==> src/rtl/pes_icg_ctrl.sv <==
// pes_icg_ctrl: idle-timeout enable controller for a pes_icg clock-gating cell with wake handshake.
// Define PES_ICG_STATS_EN to count cycles spent gated on gated_cnt; otherwise gated_cnt is tied to 0.
module pes_icg_ctrl #(
   parameter int NUM_REQ     = 2,
   parameter int IDLE_CYCLES = 8,
   parameter int WAKE_CYCLES = 2,
   parameter int CNT_W       = 4,
   parameter int STAT_W      = 16
) (
   input  logic               clk,
   input  logic               rst,
   input  logic [NUM_REQ-1:0] act_req,
   input  logic               force_on,
   output logic               gate_en,
   output logic               wake_ack,
   output logic [1:0]         state,
   output logic [STAT_W-1:0]  gated_cnt
);
   typedef enum logic [1:0] {RUN, IDLE_WAIT, GATED, WAKE} state_t;
   localparam logic [CNT_W-1:0] IDLE_N = CNT_W'(IDLE_CYCLES);
   localparam logic [CNT_W-1:0] WAKE_N = CNT_W'(WAKE_CYCLES);
   localparam logic [CNT_W-1:0] ONE    = CNT_W'(1);
   if (NUM_REQ < 1 || IDLE_CYCLES < 1 || WAKE_CYCLES < 1 ||
       (64'(1) << CNT_W) - 1 < 64'(IDLE_CYCLES) || (64'(1) << CNT_W) - 1 < 64'(WAKE_CYCLES)) begin : g_param_err
      $error("pes_icg_ctrl: illegal parameters (CNT_W too narrow or count below 1)");
   end
   state_t st;
   logic [CNT_W-1:0] cnt;
   logic act;
   assign act   = |act_req | force_on;
   assign state = st;
   // gate_en is only ever updated here, on posedge clk, keeping it stable while clk is low
   always_ff @(posedge clk or posedge rst) begin
      if (rst) begin
         st       <= RUN;
         gate_en  <= 1'b1;
         wake_ack <= 1'b0;
         cnt      <= '0;
      end else begin
         wake_ack <= 1'b0;
         case (st)
            RUN: if (!act) begin
               st  <= IDLE_WAIT;
               cnt <= ONE;
            end
            IDLE_WAIT: if (act) begin
               st  <= RUN;
               cnt <= '0;
            end else if (cnt == IDLE_N) begin
               st      <= GATED;
               gate_en <= 1'b0;
            end else if (cnt != '1) cnt <= cnt + ONE;
            GATED: if (act) begin
               st      <= WAKE;
               cnt     <= ONE;
               gate_en <= 1'b1;
            end
            WAKE: if (cnt == WAKE_N) begin
               st       <= RUN;
               wake_ack <= 1'b1;
               cnt      <= '0;
            end else if (cnt != '1) cnt <= cnt + ONE;
         endcase
      end
   end
`ifdef PES_ICG_STATS_EN
   always_ff @(posedge clk or posedge rst) begin
      if (rst) gated_cnt <= '0;
      else if (st == GATED && gated_cnt != '1) gated_cnt <= gated_cnt + STAT_W'(1);
   end
`else
   assign gated_cnt = '0;
`endif
endmodule

==> config.mk <==
export PLATFORM = sky130hd
export DESIGN_NAME = pes_icg_ctrl
export DESIGN_NICKNAME = d
export VERILOG_FILES = /design/src/rtl/pes_icg_ctrl.sv
export SDC_FILE = /design/constraint.sdc
export NUM_CORES = 1
export LEC_CHECK = 0
export BUFFER_PORTS_ARGS = -buffer_cell sky130_fd_sc_hd__buf_2
export CAP_MARGIN = 20
export CORE_MARGIN = 2
export CORE_UTILIZATION = 47
export DETAILED_ROUTE_END_ITERATION = 10
export GPL_TIMING_DRIVEN = 0
export PLACE_DENSITY = 0.79
export SLEW_MARGIN = 15
export SYNTH_ARGS = -nofsm -noshare
export SYNTH_HDL_FRONTEND = slang
export SYNTH_SLANG_ARGS = --single-unit
==> constraint.sdc <==
create_clock -name clk -period 2 [get_ports clk]
set_input_delay 0.4 -clock clk [delete_from_list [all_inputs] [get_ports clk]]
set_output_delay 0.4 -clock clk [all_outputs]
set_load 0.01 [all_outputs]
==> flow_summary.json, run 1 <==
{
  "r2r-start": "cnt[0]$_DFFE_PP0P_",
  "timing.rr.end": "cnt[0]$_DFFE_PP0P_",
  "synth_flop_cell": "dfrtp_1",
  "timing.setup.tns_ns": 0,
  "hold_violations": 0,
  "worst-path-buf-inv": 1,
  "synth_common_cells": "buf_4, dfrtp_1, nor2_1",
  "rows": 13,
  "drive_above_1_share_pct": 31.4,
  "met2_length_um": 570,
  "worst-path-max-fanout": 5,
  "outcome": "finished, final reports clean",
  "async_flop_share_pct": 100,
  "synth.most_common_cell": "buf_4",
  "synthesis.area_sq_um": 684,
  "setup_viol": 0,
  "yosys.area.top_type": "dfrtp_1",
  "via_per_inst": 4.78,
  "wl_met1_um": 499,
  "synth_cells": 78,
  "drt-initial-drc-count": 27,
  "slew_violations": 0,
  "hold_path.class": "in2async",
  "endpoint_kind": "flop",
  "grtUsageTotal_pct": 15.0,
  "cp-endpoint": "cnt[0]$_DFFE_PP0P_",
  "routed_wl_mm": 1.20,
  "netlist-cell-type-count": 33,
  "clk-insertion-delay-late_ns": 0.26,
  "synth-edff-count": 0,
  "cts.hold.buffers_added": 0,
  "post_cts_buffers": 0,
  "syn_to_final_growth_pct": 20.7,
  "peakVddDrop_uv": 720,
  "max_freq_ghz": 0.614,
  "gr-total-overflow": 0,
  "synth_area_leaders": "dfrtp_1, buf_4, ha_1, dfstp_2, nand3_1",
  "wl_per_cell_um": 9.99,
  "cp_slowest_stage_delay_ns": 0.41,
  "port_buffers": 8,
  "fin_crit_ns": 1.63,
  "p_per_area_mw_per_mm2": 984,
  "critical_path_arrival_ns": 1.83,
  "fin_area_sq_um": 826,
  "finClkSkew_ns": 0.00310,
  "grt_setup_unrepaired": "false",
  "hpwl_um": 981,
  "grt_pass1_vias": 481,
  "final_util_pct": 61.9,
  "tritoncts": "done",
  "num_vias": 573,
  "cp_slowest_cell": "dfrtp_1",
  "critPathLaunch": "cnt[0]$_DFFE_PP0P_",
  "core-area_sq_mm": 0.00133,
  "gp_congestion": 0.900,
  "seq_area_frac_synth_pct": 29.4,
  "r2r_setup_slack_ns": 0.37,
  "grt_pass1_wl_mm": 2.00,
  "start_kind": "flop",
  "cap_viol_max_count": 0,
  "start_util_pct": 51.3,
  "routed.top_layer": "met4",
  "ant_nets": 0,
  "power_leakage_nw": 0.437,
  "place_area_sq_um": 800,
  "r2r_cells": 6,
  "period_share_pct": 81.5,
  "cts_buffers": 3,
  "root_buffer": "clkbuf_4",
  "clkSinkCount": 8,
  "die_x_um": 42.2,
  "avgSynthCellArea_sq_um": 8.77,
  "dieArea_sq_mm": 0.00178,
  "dpl.cell_count": 116,
  "final_cells": 120,
  "power_mw": 0.812,
  "cts_buffer_depth": 2,
  "crit_required_ns": 2.20,
  "pin_count": 25,
  "worstSetupPathType": "reg2reg",
  "synth-seq-cells": 8,
  "path_cells": "inv_1 -> ha_1 -> nand4bb_1 -> o211ai_1 -> o311ai_1 -> o21a_1",
  "antenna_found_initial": 0,
  "cp_top_family": "compound AO/OA/AOI/OAI gates",
  "cts.htree.levels": 1,
  "nets": 114,
  "cts.repair.resized": 0,
  "die_y_um": 42.2,
  "ys_warn_count": 0,
  "synth_top_area_share_pct": 25.6,
  "grt_max_degree": 11,
  "path_depth": 6,
  "drc": 0,
  "dr.pass1.iters": 4,
  "antenna_cells": 0,
  "clk_pin_slew_ns": 0.05,
  "wl_met3_um": 117
}
worst min path at each step:
stage               start                    endpoint  slack (ns)  cells after the start
floorplan             rst  asynchronous set/reset pin        0.21                      1
global placement      rst          wake_ack$_DFF_PP0_        0.35                      2
detailed placement    rst          wake_ack$_DFF_PP0_        0.36                      2
CTS                   rst          cnt[1]$_DFFE_PP0P_        0.08                      2
global route          rst          cnt[1]$_DFFE_PP0P_        0.10                      2
finish                rst          cnt[1]$_DFFE_PP0P_        0.07                      2
cell type report:
cell class,instances,area (sq um)
plain buffers,18,136
clock buffers,4,26.3
fillers,124,508
inverters,5,18.8
multi-input cells,62,384
flip-flops and latches,8,201
well taps,15,18.8
repair buffers,8,40.0
layer usage:
layer / GRT usage [%] / vias up
li1: - / 301
met1: 17.3 / 240
met2: 24.6 / 28
met3: 7.76 / 4
met4: 3.75 / 0
met5: 0 / -
metrics by stage:
step	hold WS, ns	setup slack [ns]
finish	0.0724	0.371
global route	0.105	0.238
CTS	0.0767	0.400
detailed placement	0.355	0.413
global placement	0.354	0.399
floorplan	0.215	0.592
where the power goes:
part | leakage (nW) | switching (mW) | internal, mW
sequential | 0.101 | 0.0429 | 0.219
combinational | 0.320 | 0.237 | 0.182
clock | 0.0150 | 0.0554 | 0.0763
placed cells by master, fill, tap and decap left out, drive strengths merged, types with 2 or more instances in the layout:
| cell type | instances |
|---|---|
| conb | 16 |
| nor2 | 6 |
| inv | 5 |
| nor3 | 3 |
| dfrtp | 7 |
| clkbuf | 4 |
| and3b | 2 |
| a21oi | 3 |
| nor3b | 3 |
| nand3 | 5 |
| o21ai | 2 |
| buf | 26 |
| nand2 | 4 |
| ha | 3 |
worst register-to-register path: stages (launching register included):
cell	delay [ns]
dfrtp_1	0.41
inv_1	0.10
ha_1	0.20
nand4bb_1	0.20
o211ai_1	0.17
o311ai_1	0.33
o21a_1	0.17
kinds of logic (layout without fill, tap and decap cells):
| group | count (synthesis) | count (layout) | synth area share (%) |
|---|---|---|---|
| simple gates | 29 | 29 | 26.9 |
| flops | 8 | 8 | 29.4 |
| compound gates | 14 | 14 | 15.0 |
| other cells | 1 | 16 | 0.548 |
| fa+ha+maj | 3 | 3 | 5.49 |
| buf+inv | 23 | 35 | 22.7 |
No activity file was read; power rests on OpenSTA's default activity.
==> inputs of run 2 (changes only) <==
==> constraint.sdc (replaced) <==
create_clock -name clk -period 1.61 [get_ports clk]
set_input_delay 0.322 -clock clk [delete_from_list [all_inputs] [get_ports clk]]
set_output_delay 0.322 -clock clk [all_outputs]
set_load 0.01 [all_outputs]
==> flow_summary.json, run 2 (synthesis results as in run 1) <==
{
  "outcome": "finished, final reports clean",
  "gp_congestion": 0.900,
  "grt_pass1_wl_mm": 2.01,
  "routed_wl_mm": 1.31,
  "setup_viol": 0,
  "rows": 13,
  "r2r-start": "cnt[0]$_DFFE_PP0P_",
  "pin_count": 25,
  "period_share_pct": 94.7,
  "crit_required_ns": 1.75,
  "worst-path-max-fanout": 5,
  "p_switching_mw": 0.444,
  "hold_depth": 4,
  "cap_viol_max_count": 0,
  "p_sw_share_pct": 42.0,
  "cts_buffers": 3,
  "dieArea_sq_mm": 0.00178,
  "r2r_cells": 6,
  "wl_per_cell_um": 10.7,
  "place_area_sq_um": 800,
  "critical_path_arrival_ns": 1.66,
  "cts_buffer_depth": 2,
  "gr-total-overflow": 0,
  "peakVddDrop_uv": 902,
  "port_buffers": 8,
  "drive_above_1_share_pct": 35.5,
  "min-delay-start": "force_on",
  "max_freq_ghz": 0.656,
  "hold_path_end": "state[0]$_DFFE_PP0P_",
  "grt_max_degree": 11,
  "p_per_area_mw_per_mm2": 1220,
  "num_vias": 576,
  "power_leakage_nw": 0.447,
  "clk_pin_slew_ns": 0.05,
  "clk-insertion-delay-late_ns": 0.26,
  "hpwl_um": 981,
  "pre_cts_ws_ns": 0.0258,
  "start_kind": "flop",
  "antenna_found_initial": 0,
  "root_buffer": "clkbuf_4",
  "final_util_pct": 64.9,
  "antenna_cells": 0,
  "power_mw": 1.06,
  "final_cells": 122,
  "final_cell_mix": "buf_4, conb_1, buf_2",
  "fin_crit_ns": 1.52,
  "clockPowerShare_pct": 15.6,
  "timing.rr.end": "cnt[3]$_DFFE_PP0P_",
  "dpl.cell_count": 116,
  "core-area_sq_mm": 0.00133,
  "endpoint_kind": "flop",
  "cts.htree.levels": 1,
  "nets": 116,
  "timing.setup.tns_ns": 0,
  "hold_path.class": "in2reg",
  "comb_power_share_pct": 52.4,
  "syn_to_final_growth_pct": 26.5,
  "hold_violations": 0,
  "ant_nets": 0,
  "clkSinkCount": 8,
  "dr.pass1.iters": 4,
  "start_util_pct": 51.3,
  "grt_pass1_vias": 493,
  "via_per_inst": 4.72,
  "tritoncts": "done",
  "die_y_um": 42.2,
  "r2r_setup_slack_ns": 0.09,
  "slew_violations": 0,
  "layout_commonest_cell": "buf_4",
  "finClkSkew_ns": 0.00107,
  "fin_ws_ns": 0.0860,
  "fin_area_sq_um": 866,
  "p_seq_share_pct": 32.0,
  "path_cells": "inv_2 -> ha_1 -> nand4bb_4 -> o211ai_1 -> nor2_1 -> o32a_1",
  "p_int_mw": 0.612,
  "grtUsageTotal_pct": 15.1,
  "holdWs_ns": 0.475,
  "die_x_um": 42.2,
  "drc": 0,
  "worstSetupPathType": "reg2reg",
  "drt-initial-drc-count": 14,
  "cp_slowest_cell": "dfrtp_2",
  "cp_slowest_stage_delay_ns": 0.43
}
==> run 2: cell count changes in the layout (fill, tap and decap cells not counted), sizes merged <==
cell | previous run | this run
buf | 26 | 27
dlygate4sd3 | 0 | 1
==> run 2: layout make-up <==
cell class                 instances  area [sq um]
inverter                           5          18.8
fill                             115           468
tap                               15          18.8
sequential                         8           203
timing repair buffer              10          57.6
multi-input combinational         62           405
clock buffer                       4          26.3
buffer                            18           136
==> run 2: metal layers <==
metal | global-route usage, % | vias up | part of all wire, %
met5 | 0 | - | 0
met4 | 3.75 | 0 | 0.61
met3 | 7.76 | 2 | 8.5
met2 | 25.2 | 21 | 48
met1 | 17.0 | 248 | 42
li1 | - | 305 | -
==> run 2: how the worst max path moves through the flow <==
| stage | from | end | slack (ns) | depth (start not counted) |
|---|---|---|---|---|
| 2_1_floorplan | cnt[0]$_DFFE_PP0P_ | cnt[3]$_DFFE_PP0P_ | 0.20 | 6 |
| 3_3_place_gp | cnt[0]$_DFFE_PP0P_ | cnt[0]$_DFFE_PP0P_ | 0.05 | 6 |
| 3_5_place_dp | cnt[0]$_DFFE_PP0P_ | cnt[0]$_DFFE_PP0P_ | 0.03 | 6 |
| 4_1_cts | cnt[0]$_DFFE_PP0P_ | cnt[0]$_DFFE_PP0P_ | 0.01 | 6 |
| 5_1_grt | cnt[0]$_DFFE_PP0P_ | cnt[3]$_DFFE_PP0P_ | -0.03 | 6 |
| 6_report | cnt[0]$_DFFE_PP0P_ | cnt[3]$_DFFE_PP0P_ | 0.09 | 6 |
==> run 2: power by group through the flow <==
stage	logic (mW)	registers (mW)	clock network, mW
global placement	0.506	0.327	0
global route	0.613	0.346	0.183
detailed placement	0.517	0.330	0
floorplan	0.385	0.340	0
finish	0.553	0.338	0.165
CTS	0.521	0.326	0.170
==> run 2: what timing repair did <==
| item | in CTS | in global routing |
|---|---|---|
| endpoints found under the setup margin | 0 | 4 |
| gates resized for setup | 0 | 4 |
| hold buffers | 1 | 0 |
| hold endpoints to repair | 4 | 0 |
| buffers inserted | 0 | 1 |
==> run 2: worst max-delay path: cells and delay by family, from the launching register on <==
kind	cells	cell delay, ns
AOI/OAI and AO/OA	2	0.45
and+or+nand+nor	2	0.24
DFF	1	0.43
adders and majority gates	1	0.20
buffers and inverters	1	0.08
==> inputs of run 3 (changes only) <==
--- a/config.mk
+++ b/config.mk
@@ -5,13 +5,14 @@
 export SDC_FILE = /design/constraint.sdc
 export NUM_CORES = 1
 export LEC_CHECK = 0
+export ABC_AREA = 1
 export BUFFER_PORTS_ARGS = -buffer_cell sky130_fd_sc_hd__buf_2
 export CAP_MARGIN = 20
 export CORE_MARGIN = 2
-export CORE_UTILIZATION = 47
+export CORE_UTILIZATION = 48
 export DETAILED_ROUTE_END_ITERATION = 10
 export GPL_TIMING_DRIVEN = 0
-export PLACE_DENSITY = 0.79
+export PLACE_DENSITY = 0.8
 export SLEW_MARGIN = 15
 export SYNTH_ARGS = -nofsm -noshare
 export SYNTH_HDL_FRONTEND = slang
==> flow_summary.json, run 3 <==
{
  "outcome": "finished, final reports clean",
  "grt_pass1_vias": 531,
  "synth_common_cells": "nand2_1, inv_1, buf_4",
  "drc": 0,
  "final_cells": 146,
  "via_per_inst": 4.10,
  "multi_input_area_sq_um": 372,
  "grtUsageTotal_pct": 15.0,
  "cts_buffer_depth": 2,
  "core-area_sq_mm": 0.00133,
  "wl_met1_um": 553,
  "met2_length_um": 570,
  "gp_congestion": 0.876,
  "cts_buffers": 3,
  "slew_violations": 0,
  "pre_cts_ws_ns": 0.277,
  "timing.setup.tns_ns": 0,
  "cap_viol_max_count": 0,
  "clk_pin_slew_ns": 0.06,
  "grt_max_degree": 9,
  "netlist-cell-type-count": 19,
  "ant_nets": 0,
  "dieArea_sq_mm": 0.00180,
  "yosys.area.top_type": "dfrtp_1",
  "cts.htree.levels": 1,
  "fin_ws_ns": 0.261,
  "seq_area_frac_synth_pct": 28.4,
  "worstSetupPathType": "reg2reg",
  "drt-initial-drc-count": 19,
  "hold_violations": 0,
  "dpl.cell_count": 141,
  "clk-insertion-delay-late_ns": 0.27,
  "max_freq_ghz": 0.742,
  "antenna_cells": 0,
  "num-fill-cells": 128,
  "routed.top_layer": "met4",
  "antenna_found_initial": 0,
  "async_flop_share_pct": 100,
  "avgSynthCellArea_sq_um": 6.88,
  "finClkSkew_ns": 0.00286,
  "tritoncts": "done",
  "cts.repair.resized": 0,
  "synth_top_area_share_pct": 24.7,
  "gr-total-overflow": 0,
  "critical_path_arrival_ns": 1.51,
  "power_leakage_nw": 0.537,
  "synth-edff-count": 0,
  "nets": 140,
  "layout_commonest_cell": "nand2_1",
  "setup_viol": 0,
  "grt_setup_unrepaired": "false",
  "start_util_pct": 53.1,
  "endpoint_kind": "flop",
  "syn_to_final_growth_pct": 21.4,
  "synth-seq-cells": 8,
  "synth_area_leaders": "dfrtp_1, buf_4, nand2_1, inv_1, ha_1",
  "synthesis.area_sq_um": 708,
  "wl_per_cell_um": 8.51,
  "post_cts_buffers": 0,
  "routed_wl_mm": 1.24,
  "peakVddDrop_uv": 560,
  "pin_count": 25,
  "drive_above_1_share_pct": 31.3,
  "clkSinkCount": 8,
  "dr.pass1.iters": 5,
  "wl_met3_um": 107,
  "grt_pass1_wl_mm": 2.04,
  "period_share_pct": 83.8,
  "seqCellArea_sq_um": 201,
  "die_y_um": 42.4,
  "num_vias": 599,
  "die_x_um": 42.4,
  "rows": 13,
  "root_buffer": "clkbuf_4",
  "synth_flop_cell": "dfrtp_1",
  "crit_required_ns": 1.77,
  "ys_warn_count": 0,
  "hpwl_mm": 1.01,
  "r2r_cells": 9,
  "synth_cells": 103,
  "port_buffers": 8,
  "start_kind": "flop",
  "synth.most_common_cell": "nand2_1",
  "hold_depth": 6,
  "worst-path-max-fanout": 4,
  "fin_crit_ns": 1.35,
  "final_cell_mix": "nand2_1, inv_1, buf_4, conb_1, buf_2",
  "p_per_area_mw_per_mm2": 776,
  "hold_path.class": "in2reg"
}
run 3: changes by cell type after synthesis, sizes merged, moves of 3 or more:
cell / before / now
nor3b: 3 / 0
nand2: 4 / 38
inv: 5 / 19
a21oi: 3 / 0
run 3: cells by family (layout without fill, tap and decap cells):
family                   Yosys count  in the layout  share of synthesized area, %
AND/OR/NAND/NOR                   53             53                          36.4
buffers and inverters             35             48                          27.0
flip-flops                         8              8                          28.4
adder cells (fa/ha/maj)            3              3                          5.30
AO/OA/AOI/OAI                      3              3                          2.30
other                              1             16                         0.530
run 3: path summary, 6_finish.rpt:
check / startpoint / end / slack [ns]
hold reg to reg: gate_en$_DFFE_PP1P_ / gate_en$_DFFE_PP1P_ / 0.50
hold / removal: act_req[0] / state[0]$_DFFE_PP0P_ / 0.48
min in group asynchronous: rst / wake_ack$_DFF_PP0_ / 0.55
setup reg to reg: cnt[0]$_DFFE_PP0P_ / cnt[0]$_DFFE_PP0P_ / 0.26
max in group asynchronous: rst / gate_en$_DFFE_PP1P_ / 0.78
setup / recovery: cnt[0]$_DFFE_PP0P_ / cnt[0]$_DFFE_PP0P_ / 0.26
run 3: power by group:
group / total (mW) / switching [mW] / leakage, nW / internal [mW]
Combinational: 0.233 / 0.139 / 0.417 / 0.0935
Clock: 0.179 / 0.0832 / 0.0150 / 0.0958
Sequential: 0.255 / 0.0314 / 0.105 / 0.224
Total: 0.667 / 0.254 / 0.537 / 0.413
run 3: layer usage:
layer  global-route usage, %  vias to the layer above
met3                    8.19                        2
met5                       0                        -
li1                        -                      332
met1                    17.3                      241
met4                    3.75                        0
met2                    24.0                       24
run 3: layout make-up:
type	count	area share (%)
inverter	19	8.30
buffer	16	14.0
clock buffer	4	3.06
timing repair buffer	9	5.82
tap	15	2.18
multi-input combinational	75	43.2
sequential	8	23.4
run 3: timing repair:
item	4_1_cts	5_1_grt
hold endpoints to repair	7	0
hold buffers	1	0
endpoints found under the setup margin	0	0
run 3: through the flow:
stage | hold slack [ns] | util [%] | cell area [sq um] | total power [mW]
6_report | 0.482 | 64.4 | 860 | 0.667
3_3_place_gp | 0.278 | 61.7 | 823 | 0.480
5_1_grt | 0.517 | 64.4 | 860 | 0.709
4_1_cts | 0.480 | 64.4 | 860 | 0.670
3_5_place_dp | 0.281 | 61.7 | 823 | 0.488
2_1_floorplan | 0.137 | - | 764 | 0.443
run 3: critical path: stages, from the launching register on:
cell and delay, ns:
dfrtp_1 0.41, inv_1 0.12, ha_1 0.16, nand3_1 0.15, nand2_2 0.13, nand2_2 0.06, nand2_1 0.05, nand2_1 0.05
nand2_1 0.06, nand2_1 0.04
